<file path="config.mk">
export PLATFORM = sky130hd
export DESIGN_NAME = morse_key_decoder
export DESIGN_NICKNAME = d
export VERILOG_FILES = /design/src/rtl/morse_key_decoder.sv
export SDC_FILE = /design/constraint.sdc
export NUM_CORES = 1
export LEC_CHECK = 0
export BUFFER_PORTS_ARGS = -buffer_cell sky130_fd_sc_hd__buf_2
export CORE_UTILIZATION = 55
export CTS_BUF_LIST = sky130_fd_sc_hd__clkbuf_4 sky130_fd_sc_hd__clkbuf_8
export CTS_CLUSTER_DIAMETER = 150
export DETAILED_ROUTE_END_ITERATION = 8
export HOLD_SLACK_MARGIN = 0.08
export PLACE_DENSITY = 0.72
export SYNTH_ARGS = -nofsm -noshare
export SYNTH_HDL_FRONTEND = slang
export SYNTH_SLANG_ARGS = --single-unit
</file>
<file path="constraint.sdc">
create_clock -name clk -period 8 [get_ports clk]
set_input_delay 0.8 -clock clk [delete_from_list [all_inputs] [get_ports clk]]
set_output_delay 0.8 -clock clk [all_outputs]
set_load 0.05 [all_outputs]
</file>
<file path="src/rtl/morse_key_decoder.sv">
// Straight-key Morse decoder: times marks and gaps, builds a heap index per character, queues ASCII.
// Bytes appear one cycle after the committing edge; a full FIFO drops new bytes and sets sticky overflow.
module morse_key_decoder #(
    parameter int UNIT_CYCLES = 1000,
    parameter int CNT_W       = 16,
    parameter int FIFO_DEPTH  = 4,
    parameter bit WORD_GAP_EN = 1'b1
) (
    input  logic       clk,
    input  logic       rst,
    input  logic       key,
    output logic [7:0] char_data,
    output logic       char_valid,
    input  logic       char_ready,
    output logic       busy,
    output logic       overflow
);
    localparam int               PTR_W    = $clog2(FIFO_DEPTH);
    localparam logic [CNT_W-1:0] DASH_MIN = CNT_W'(2 * UNIT_CYCLES);
    localparam logic [CNT_W-1:0] WORD_LEN = CNT_W'(5 * UNIT_CYCLES);
    localparam logic [CNT_W-1:0] CNT_ONE  = CNT_W'(1);
    localparam logic [CNT_W-1:0] CNT_MAX  = '1;
    localparam logic [PTR_W:0]   FULL_CNT = (PTR_W + 1)'(FIFO_DEPTH);

    typedef enum logic [1:0] {S_IDLE, S_MARK, S_GAP, S_WGAP} state_t;

    state_t           state_q, state_d;
    logic [CNT_W-1:0] cnt_q, cnt_d, cnt_inc;
    logic [6:0]       idx_q, idx_d;
    logic [2:0]       sym_q, sym_d;
    logic             err_q, err_d;
    logic             push, push_ok, pop, full;
    logic [7:0]       push_dat;
    logic [7:0]       mem_q [FIFO_DEPTH];
    logic [7:0]       mem_d [FIFO_DEPTH];
    logic [PTR_W-1:0] wr_ptr_q, wr_ptr_d, rd_ptr_q, rd_ptr_d;
    logic [PTR_W:0]   count_q, count_d;
    logic             overflow_q, overflow_d;

    // Heap index: root 0, dot child 2i+1, dash child 2i+2.
    function automatic logic [7:0] decode(input logic [6:0] idx, input logic err);
        logic [7:0] c;
        c = 8'h3F;
        if (!err) begin
            case (idx)
                7'd1:  c = "E";  7'd2:  c = "T";  7'd3:  c = "I";  7'd4:  c = "A";
                7'd5:  c = "N";  7'd6:  c = "M";  7'd7:  c = "S";  7'd8:  c = "U";
                7'd9:  c = "R";  7'd10: c = "W";  7'd11: c = "D";  7'd12: c = "K";
                7'd13: c = "G";  7'd14: c = "O";  7'd15: c = "H";  7'd16: c = "V";
                7'd17: c = "F";  7'd19: c = "L";  7'd21: c = "P";  7'd22: c = "J";
                7'd23: c = "B";  7'd24: c = "X";  7'd25: c = "C";  7'd26: c = "Y";
                7'd27: c = "Z";  7'd28: c = "Q";
                7'd31: c = "5";  7'd32: c = "4";  7'd34: c = "3";  7'd38: c = "2";
                7'd46: c = "1";  7'd47: c = "6";  7'd55: c = "7";  7'd59: c = "8";
                7'd61: c = "9";  7'd62: c = "0";
                default: c = 8'h3F;
            endcase
        end
        return c;
    endfunction

    always_comb begin
        state_d  = state_q;
        cnt_d    = cnt_q;
        idx_d    = idx_q;
        sym_d    = sym_q;
        err_d    = err_q;
        push     = 1'b0;
        push_dat = 8'h00;
        cnt_inc  = (cnt_q == CNT_MAX) ? cnt_q : cnt_q + CNT_ONE;
        case (state_q)
            S_IDLE: begin
                if (key) begin
                    state_d = S_MARK;
                    cnt_d   = CNT_ONE;
                end
            end
            S_MARK: begin
                if (key) begin
                    cnt_d = cnt_inc;
                end else begin
                    if (sym_q == 3'd5) begin
                        err_d = 1'b1;
                    end else begin
                        idx_d = {idx_q[5:0], 1'b0} + ((cnt_q < DASH_MIN) ? 7'd1 : 7'd2);
                        sym_d = sym_q + 3'd1;
                    end
                    state_d = S_GAP;
                    cnt_d   = CNT_ONE;
                end
            end
            S_GAP: begin
                if (key) begin
                    state_d = S_MARK;
                    cnt_d   = CNT_ONE;
                end else begin
                    cnt_d = cnt_inc;
                    if (cnt_inc == DASH_MIN) begin
                        push     = 1'b1;
                        push_dat = decode(idx_q, err_q);
                        idx_d    = 7'd0;
                        sym_d    = 3'd0;
                        err_d    = 1'b0;
                        state_d  = WORD_GAP_EN ? S_WGAP : S_IDLE;
                    end
                end
            end
            S_WGAP: begin
                if (key) begin
                    state_d = S_MARK;
                    cnt_d   = CNT_ONE;
                end else begin
                    cnt_d = cnt_inc;
                    if (cnt_inc == WORD_LEN) begin
                        push     = 1'b1;
                        push_dat = 8'h20;
                        state_d  = S_IDLE;
                    end
                end
            end
            default: state_d = S_IDLE;
        endcase
    end

    // A pop in the same cycle frees the slot, so a push into a full FIFO still lands.
    assign pop     = (count_q != '0) && char_ready;
    assign full    = (count_q == FULL_CNT);
    assign push_ok = push && (!full || pop);

    always_comb begin
        mem_d      = mem_q;
        wr_ptr_d   = wr_ptr_q;
        rd_ptr_d   = rd_ptr_q;
        overflow_d = overflow_q;
        if (push_ok) begin
            mem_d[wr_ptr_q] = push_dat;
            wr_ptr_d        = wr_ptr_q + PTR_W'(1);
        end
        if (pop) begin
            rd_ptr_d = rd_ptr_q + PTR_W'(1);
        end
        if (push && !push_ok) begin
            overflow_d = 1'b1;
        end
        count_d = count_q + {{PTR_W{1'b0}}, push_ok} - {{PTR_W{1'b0}}, pop};
    end

    always_ff @(posedge clk) begin
        if (rst) begin
            state_q    <= S_IDLE;
            cnt_q      <= '0;
            idx_q      <= 7'd0;
            sym_q      <= 3'd0;
            err_q      <= 1'b0;
            mem_q      <= '{default: 8'h00};
            wr_ptr_q   <= '0;
            rd_ptr_q   <= '0;
            count_q    <= '0;
            overflow_q <= 1'b0;
        end else begin
            state_q    <= state_d;
            cnt_q      <= cnt_d;
            idx_q      <= idx_d;
            sym_q      <= sym_d;
            err_q      <= err_d;
            mem_q      <= mem_d;
            wr_ptr_q   <= wr_ptr_d;
            rd_ptr_q   <= rd_ptr_d;
            count_q    <= count_d;
            overflow_q <= overflow_d;
        end
    end

    assign char_data  = mem_q[rd_ptr_q];
    assign char_valid = (count_q != '0);
    assign busy       = (state_q != S_IDLE);
    assign overflow   = overflow_q;
endmodule

</file>
==> flow_metrics.env, run 1 <==
export IMPL_status="finished, final reports clean"
export IMPL_cts_sinks=72
export IMPL_yosysTopAreaCell="dfxtp_1"
export IMPL_antenna_found_initial=0
export IMPL_period_needed_ns=4.70
export IMPL_dieWidth_um=94.3
export IMPL_synth_edf_count=0
export IMPL_syn_area_per_cell_um2=8.35
export IMPL_wl_per_cell_um=17.0
export IMPL_clock_fmax_ghz=0.213
export IMPL_grt_pass1_wl_um=18600
export IMPL_min_period_over_period_pct=58.8
export IMPL_die_h_um=94.3
export IMPL_yosysMostFrequentCell="nor2_1"
export IMPL_clk_pin_slew_ns=0.08
export IMPL_p_leak_nw=1.72
export IMPL_yosysTopAreaCellShare_pct=30.8
export IMPL_reg2reg_from="cnt_q[0]"
export IMPL_vdd_drop_max_v=0.000123
export IMPL_worstSkewPairLatency_ns=0.35
export IMPL_grt_max_degree=62
export IMPL_post_cts_buffers=0
export IMPL_fin_skew_ns=0.00834
export IMPL_synth_commonest_cells="nor2_1, dfxtp_1, mux2i_1"
export IMPL_min_path_cells=2
export IMPL_holdCritPathClass="register to register"
export IMPL_synthFlopType="dfxtp_1"
export IMPL_drv_cap=0
export IMPL_finalSetupViolations=0
export IMPL_fill_cells=741
export IMPL_cp_data_arrival_time_ns=4.94
export IMPL_vias=4045
export IMPL_cts_hold_buffers_added=0
export IMPL_core_mm2=0.00822
export IMPL_first_global_vias=3785
export IMPL_routed_wl_um=11200
export IMPL_finalHoldViolations=0
export IMPL_synth_nets=584
export IMPL_layout_drive_gt1_share_pct=12.7
export IMPL_drtIter0Drc=394
export IMPL_final_nets=570
export IMPL_gr_total_overflow=0
export IMPL_yosysWarningCount=0
export IMPL_post_cts_resized=0
export IMPL_dp_hpwl_um=8140
export IMPL_required_ns=8.24
export IMPL_syn_area_mm2=0.00468
export IMPL_r2r_slack_ns=3.30
export IMPL_worstSetupStartpointType="register"
export IMPL_netlist_top_cells_area="dfxtp_1, mux2i_1, nor2_1"
export IMPL_drcViolationCount=0
export IMPL_grt_use_total_pct=26.7
export IMPL_seq_area_frac_synth_pct=30.8
export IMPL_crit_type="register to register"
export IMPL_total_power_uw=813
export IMPL_min_from="mem_q[21]"
export IMPL_rsz0062_at_grt="false"
export IMPL_max_slew_worst_pin_slew_ns=0.912
export IMPL_routabilityCongestion=0.968
export IMPL_fp_dieArea_mm2=0.00889
export IMPL_rr_worst_depth=12
export IMPL_drv_slew=0
export IMPL_fin_setup_tns_ns=0
export IMPL_synthArstFlopShare_pct=0
export IMPL_pwr_density_cell_mw_per_mm2=167
export IMPL_cts_tree="done"
export IMPL_ys_ff_latch=72
export IMPL_h_tree_depth=3
export IMPL_initial_core_util_pct=57.0
export IMPL_slew_headroom_pct=38.7
export IMPL_min_to="mem_q[21]"
export IMPL_cp_max_fo=9
export IMPL_num_io_pins=15
export IMPL_syn_inst=561
export IMPL_cts_buffers=9
export IMPL_port_buffers=13
export IMPL_diodes=0
export IMPL_postRouteAntennaNets=0
export IMPL_crit_path_end_kind="register"
export IMPL_clk_path_buf_depth=2
export IMPL_rows=33
export IMPL_area_growth_pct=4.30
export IMPL_root_buffer="clkbuf_8"
export IMPL_dr_pass1_iters=4
export IMPL_ys_types=80
export IMPL_routed_via_density=6.16
[kinds of logic (layout without fill, tap and decap cells)]
group                    count (synthesis)  after routing  share of synthesized area, %
other                                    1              1                        0.0801
AND/OR/NAND/NOR                        225            225                          24.6
buffers and inverters                   64             55                          6.47
XOR/XNOR                                14             14                          2.62
multiplexers                            48             48                          12.2
adder cells (fa/ha/maj)                 19             19                          5.24
AO/OA/AOI/OAI                          118            118                          18.0
flip-flops                              72             72                          30.8
[final cells by class]
type / instances / area, um2 / area share, %
multi-input cells: 425 / 2940 / 60.2
inverters: 24 / 90.1 / 1.84
clock inverters: 7 / 78.8 / 1.61
clock buffers: 9 / 124 / 2.54
repair buffers: 15 / 80.1 / 1.64
well taps: 105 / 131 / 2.69
flip-flops and latches: 72 / 1440 / 29.5
[how the worst max path moves through the flow]
stage,from,to
floorplan,cnt_q[0],register
global placement,cnt_q[0],register
detailed placement,cnt_q[0],register
CTS,cnt_q[0],register
global route,cnt_q[0],register
finish,cnt_q[0],register
[report_power, final]
group          leakage, nW  switching (mW)  internal [mW]  total [mW]
clock network        0.105           0.148          0.148       0.296
registers            0.583          0.0241          0.373       0.397
logic                 1.03          0.0706         0.0499       0.120
total                 1.72           0.242          0.571       0.813
[flip-flops by register name (all words and copies together), names as in the netlist, named ones only]
register,flops
rd_ptr_q,2
cnt_q,16
mem_q,28
idx_q,7
wr_ptr_q,2
count_q,3
sym_q,3
overflow,1
state_q,2
err_q,1
[worst max-delay path, stage by stage, from the launching register on]
cell	delay, ns
dfxtp_1	0.43
ha_1	0.30
nand4_1	0.25
nor4_1	0.42
mux2_2	0.43
or4_1	0.72
o21ai_4	0.36
mux2i_1	0.46
nor2_1	0.13
ha_1	0.35
a2111oi_1	0.45
o21ai_0	0.18
o31a_1	0.13
[stage by stage]
step | cells | utilization, % | setup slack, ns | hold slack [ns] | cell area (um2)
2_1_floorplan | 561 | - | 3.85 | 0.442 | 4680
3_3_place_gp | 641 | 57.0 | 3.47 | 0.449 | 4680
3_5_place_dp | 641 | 57.0 | 3.35 | 0.469 | 4680
4_1_cts | 657 | 59.4 | 3.33 | 0.482 | 4880
5_1_grt | 657 | 59.4 | 2.90 | 0.502 | 4880
6_report | 657 | 59.4 | 3.30 | 0.486 | 4880
[cells in the final DEF, fill, tap and decap left out, types with 8 or more instances in the layout]
cell / n
o211ai_1: 8
ha_1: 18
mux2i_1: 38
a21oi_1: 29
o21ai_0: 15
dfxtp_1: 72
nor3_1: 18
nand2_1: 30
clkbuf_8: 9
nand3_1: 18
nor2_1: 85
and2_1: 8
a31oi_1: 14
inv_1: 20
xnor2_1: 9
buf_2: 13
[metal layers]
layer	track usage (%)	vias up	part of all wire, %
met3	6.07	18	6.6
li1	-	1994	-
met2	41.4	141	45
met1	36.9	1892	47
met4	7.82	0	1.5
met5	0	-	0
(Power assumes the default switching activity.)
==> run 2: changes to the inputs <==
clock period = 4.5 ns   (was 8 ns; I/O delays follow)
==> flow_metrics.env, run 2 (same netlist as run 1, synthesis figures left out) <==
export IMPL_multi_input_area_mm2=0.00296
export IMPL_vias=4298
export IMPL_crit_path_end_kind="register"
export IMPL_post_cts_buffers=0
export IMPL_fp_dieArea_mm2=0.00889
export IMPL_die_h_um=94.3
export IMPL_grt_use_total_pct=27.4
export IMPL_min_period_over_period_pct=95.6
export IMPL_crit_type="register to register"
export IMPL_pwr_density_cell_mw_per_mm2=282
export IMPL_layout_drive_gt1_share_pct=16.7
export IMPL_routabilityCongestion=0.947
export IMPL_drcViolationCount=0
export IMPL_p_clk_share_pct=34.7
export IMPL_status="finished, final reports clean"
export IMPL_cts_hold_buffers_added=0
export IMPL_slew_headroom_pct=40.6
export IMPL_fin_ws_ns=0.198
export IMPL_reg_top3="mem_q x28, cnt_q x16, idx_q x7"
export IMPL_dr_pass1_iters=5
export IMPL_max_slew_worst_pin_slew_ns=0.890
export IMPL_rsz0062_at_grt="false"
export IMPL_final_cell_mix="nor2_1, dfxtp_1, mux2i_1, nand2_1, a21oi_1"
export IMPL_grt_max_degree=61
export IMPL_first_global_vias=3935
export IMPL_initial_core_util_pct=57.0
export IMPL_seq_area_mm2=0.00144
export IMPL_postRouteAntennaNets=0
export IMPL_seqPwrFrac_pct=49.9
export IMPL_p_leak_nw=1.79
export IMPL_area_growth_pct=7.24
export IMPL_mostFrequentLayoutCell="nor2_1"
export IMPL_cp_data_arrival_time_ns=4.57
export IMPL_final_cell_area_mm2=0.00502
export IMPL_clk_path_buf_depth=2
export IMPL_largest_reg_flops=28
export IMPL_grt_pass1_wl_um=18900
export IMPL_internal_power_uw=966
export IMPL_cts_sinks=72
export IMPL_fill_cells=722
export IMPL_drv_slew=0
export IMPL_rows=33
export IMPL_total_power_mw=1.42
export IMPL_antenna_found_initial=0
export IMPL_root_buffer="clkbuf_8"
export IMPL_finalSetupViolations=0
export IMPL_routed_via_density=6.37
export IMPL_cp_max_fo=8
export IMPL_fin_setup_tns_ns=0
export IMPL_dieWidth_um=94.3
export IMPL_pre_cts_ws_ns=0.0854
export IMPL_clk_pin_slew_ns=0.09
export IMPL_holdCritPathClass="input pin to register"
export IMPL_period_needed_ns=4.30
export IMPL_p_sw_share_pct=31.9
export IMPL_port_buffers=13
export IMPL_gr_total_overflow=0
export IMPL_final_nets=588
export IMPL_cts_tree="done"
export IMPL_finalHoldViolations=0
export IMPL_required_ns=4.76
export IMPL_vdd_drop_max_v=0.000170
export IMPL_wl_per_cell_um=17.8
export IMPL_fin_skew_ns=0.0136
export IMPL_p_switching_uw=452
export IMPL_drtIter0Drc=287
export IMPL_worstSetupStartpointType="register"
export IMPL_worstSkewPairLatency_ns=0.36
export IMPL_clock_fmax_ghz=0.232
export IMPL_drv_cap=0
export IMPL_power_frac_comb_pct=15.4
export IMPL_dp_hpwl_um=8380
export IMPL_placed_area_mm2=0.00482
export IMPL_routed_wl_um=12000
export IMPL_h_tree_depth=3
export IMPL_cts_buffers=9
export IMPL_num_io_pins=15
export IMPL_core_mm2=0.00822
export IMPL_diodes=0
export IMPL_top_register="mem_q"
## run 2: power groups by stage
stage / clock network (mW) / registers, mW / logic, mW
global route: 0.530 / 0.714 / 0.243
finish: 0.492 / 0.708 / 0.218
global placement: 0 / 0.721 / 0.210
detailed placement: 0 / 0.723 / 0.215
CTS: 0.500 / 0.708 / 0.217
floorplan: 0 / 0.691 / 0.199
## run 2: cell type report
| class | count | share of cell area, % |
|---|---|---|
| timing repair buffer | 33 | 4.29 |
| clock buffer | 9 | 2.47 |
| inverter | 24 | 1.79 |
| multi-input combinational | 425 | 58.9 |
| sequential | 72 | 28.7 |
| clock inverter | 7 | 1.22 |
| tap | 105 | 2.62 |
## run 2: path summary, 6_finish.rpt
check	from	end	slack, ns	cells past startpoint
setup / recovery	cnt_q[9]	register	0.20	13
hold / removal	rst	cnt_q[7]	0.47	3
setup reg to reg	cnt_q[9]	register	0.20	13
hold reg to reg	overflow	overflow	0.48	1
## run 2: critical path, stage by stage (launching register included)
cell	delay [ns]
dfxtp_1	0.51
nand4_2	0.23
nor4_1	0.52
mux2_2	0.44
or4_4	0.62
o21ai_4	0.24
mux2i_1	0.15
nor2_2	0.25
inv_1	0.12
ha_1	0.26
nor3_1	0.21
a21oi_1	0.07
or3_1	0.33
a32oi_1	0.26
## run 2: metal layers
| layer | part of all wire (%) | up-vias | wire length [um] | GRT usage [%] |
|---|---|---|---|---|
| met2 | 44 | 210 | 5240 | 40.3 |
| li1 | - | 2034 | - | - |
| met4 | 2.3 | 0 | 278 | 11.8 |
| met5 | 0 | - | 0 | 0 |
| met1 | 46 | 2024 | 5540 | 38.5 |
| met3 | 7.8 | 30 | 936 | 5.50 |
## run 2: repair_timing
action | in CTS | in global routing
setup endpoints to repair | 0 | 4
hold endpoints to repair | 0 | 0
gates resized for setup | 0 | 7
## run 2: through the flow
stage	instances	hold slack, ns	util, %
after global routing	675	0.474	61.1
final	675	0.474	61.1
after floorplan	561	0.442	-
after detailed placement	659	0.463	58.6
after CTS	675	0.464	60.9
after global placement	659	0.449	58.6
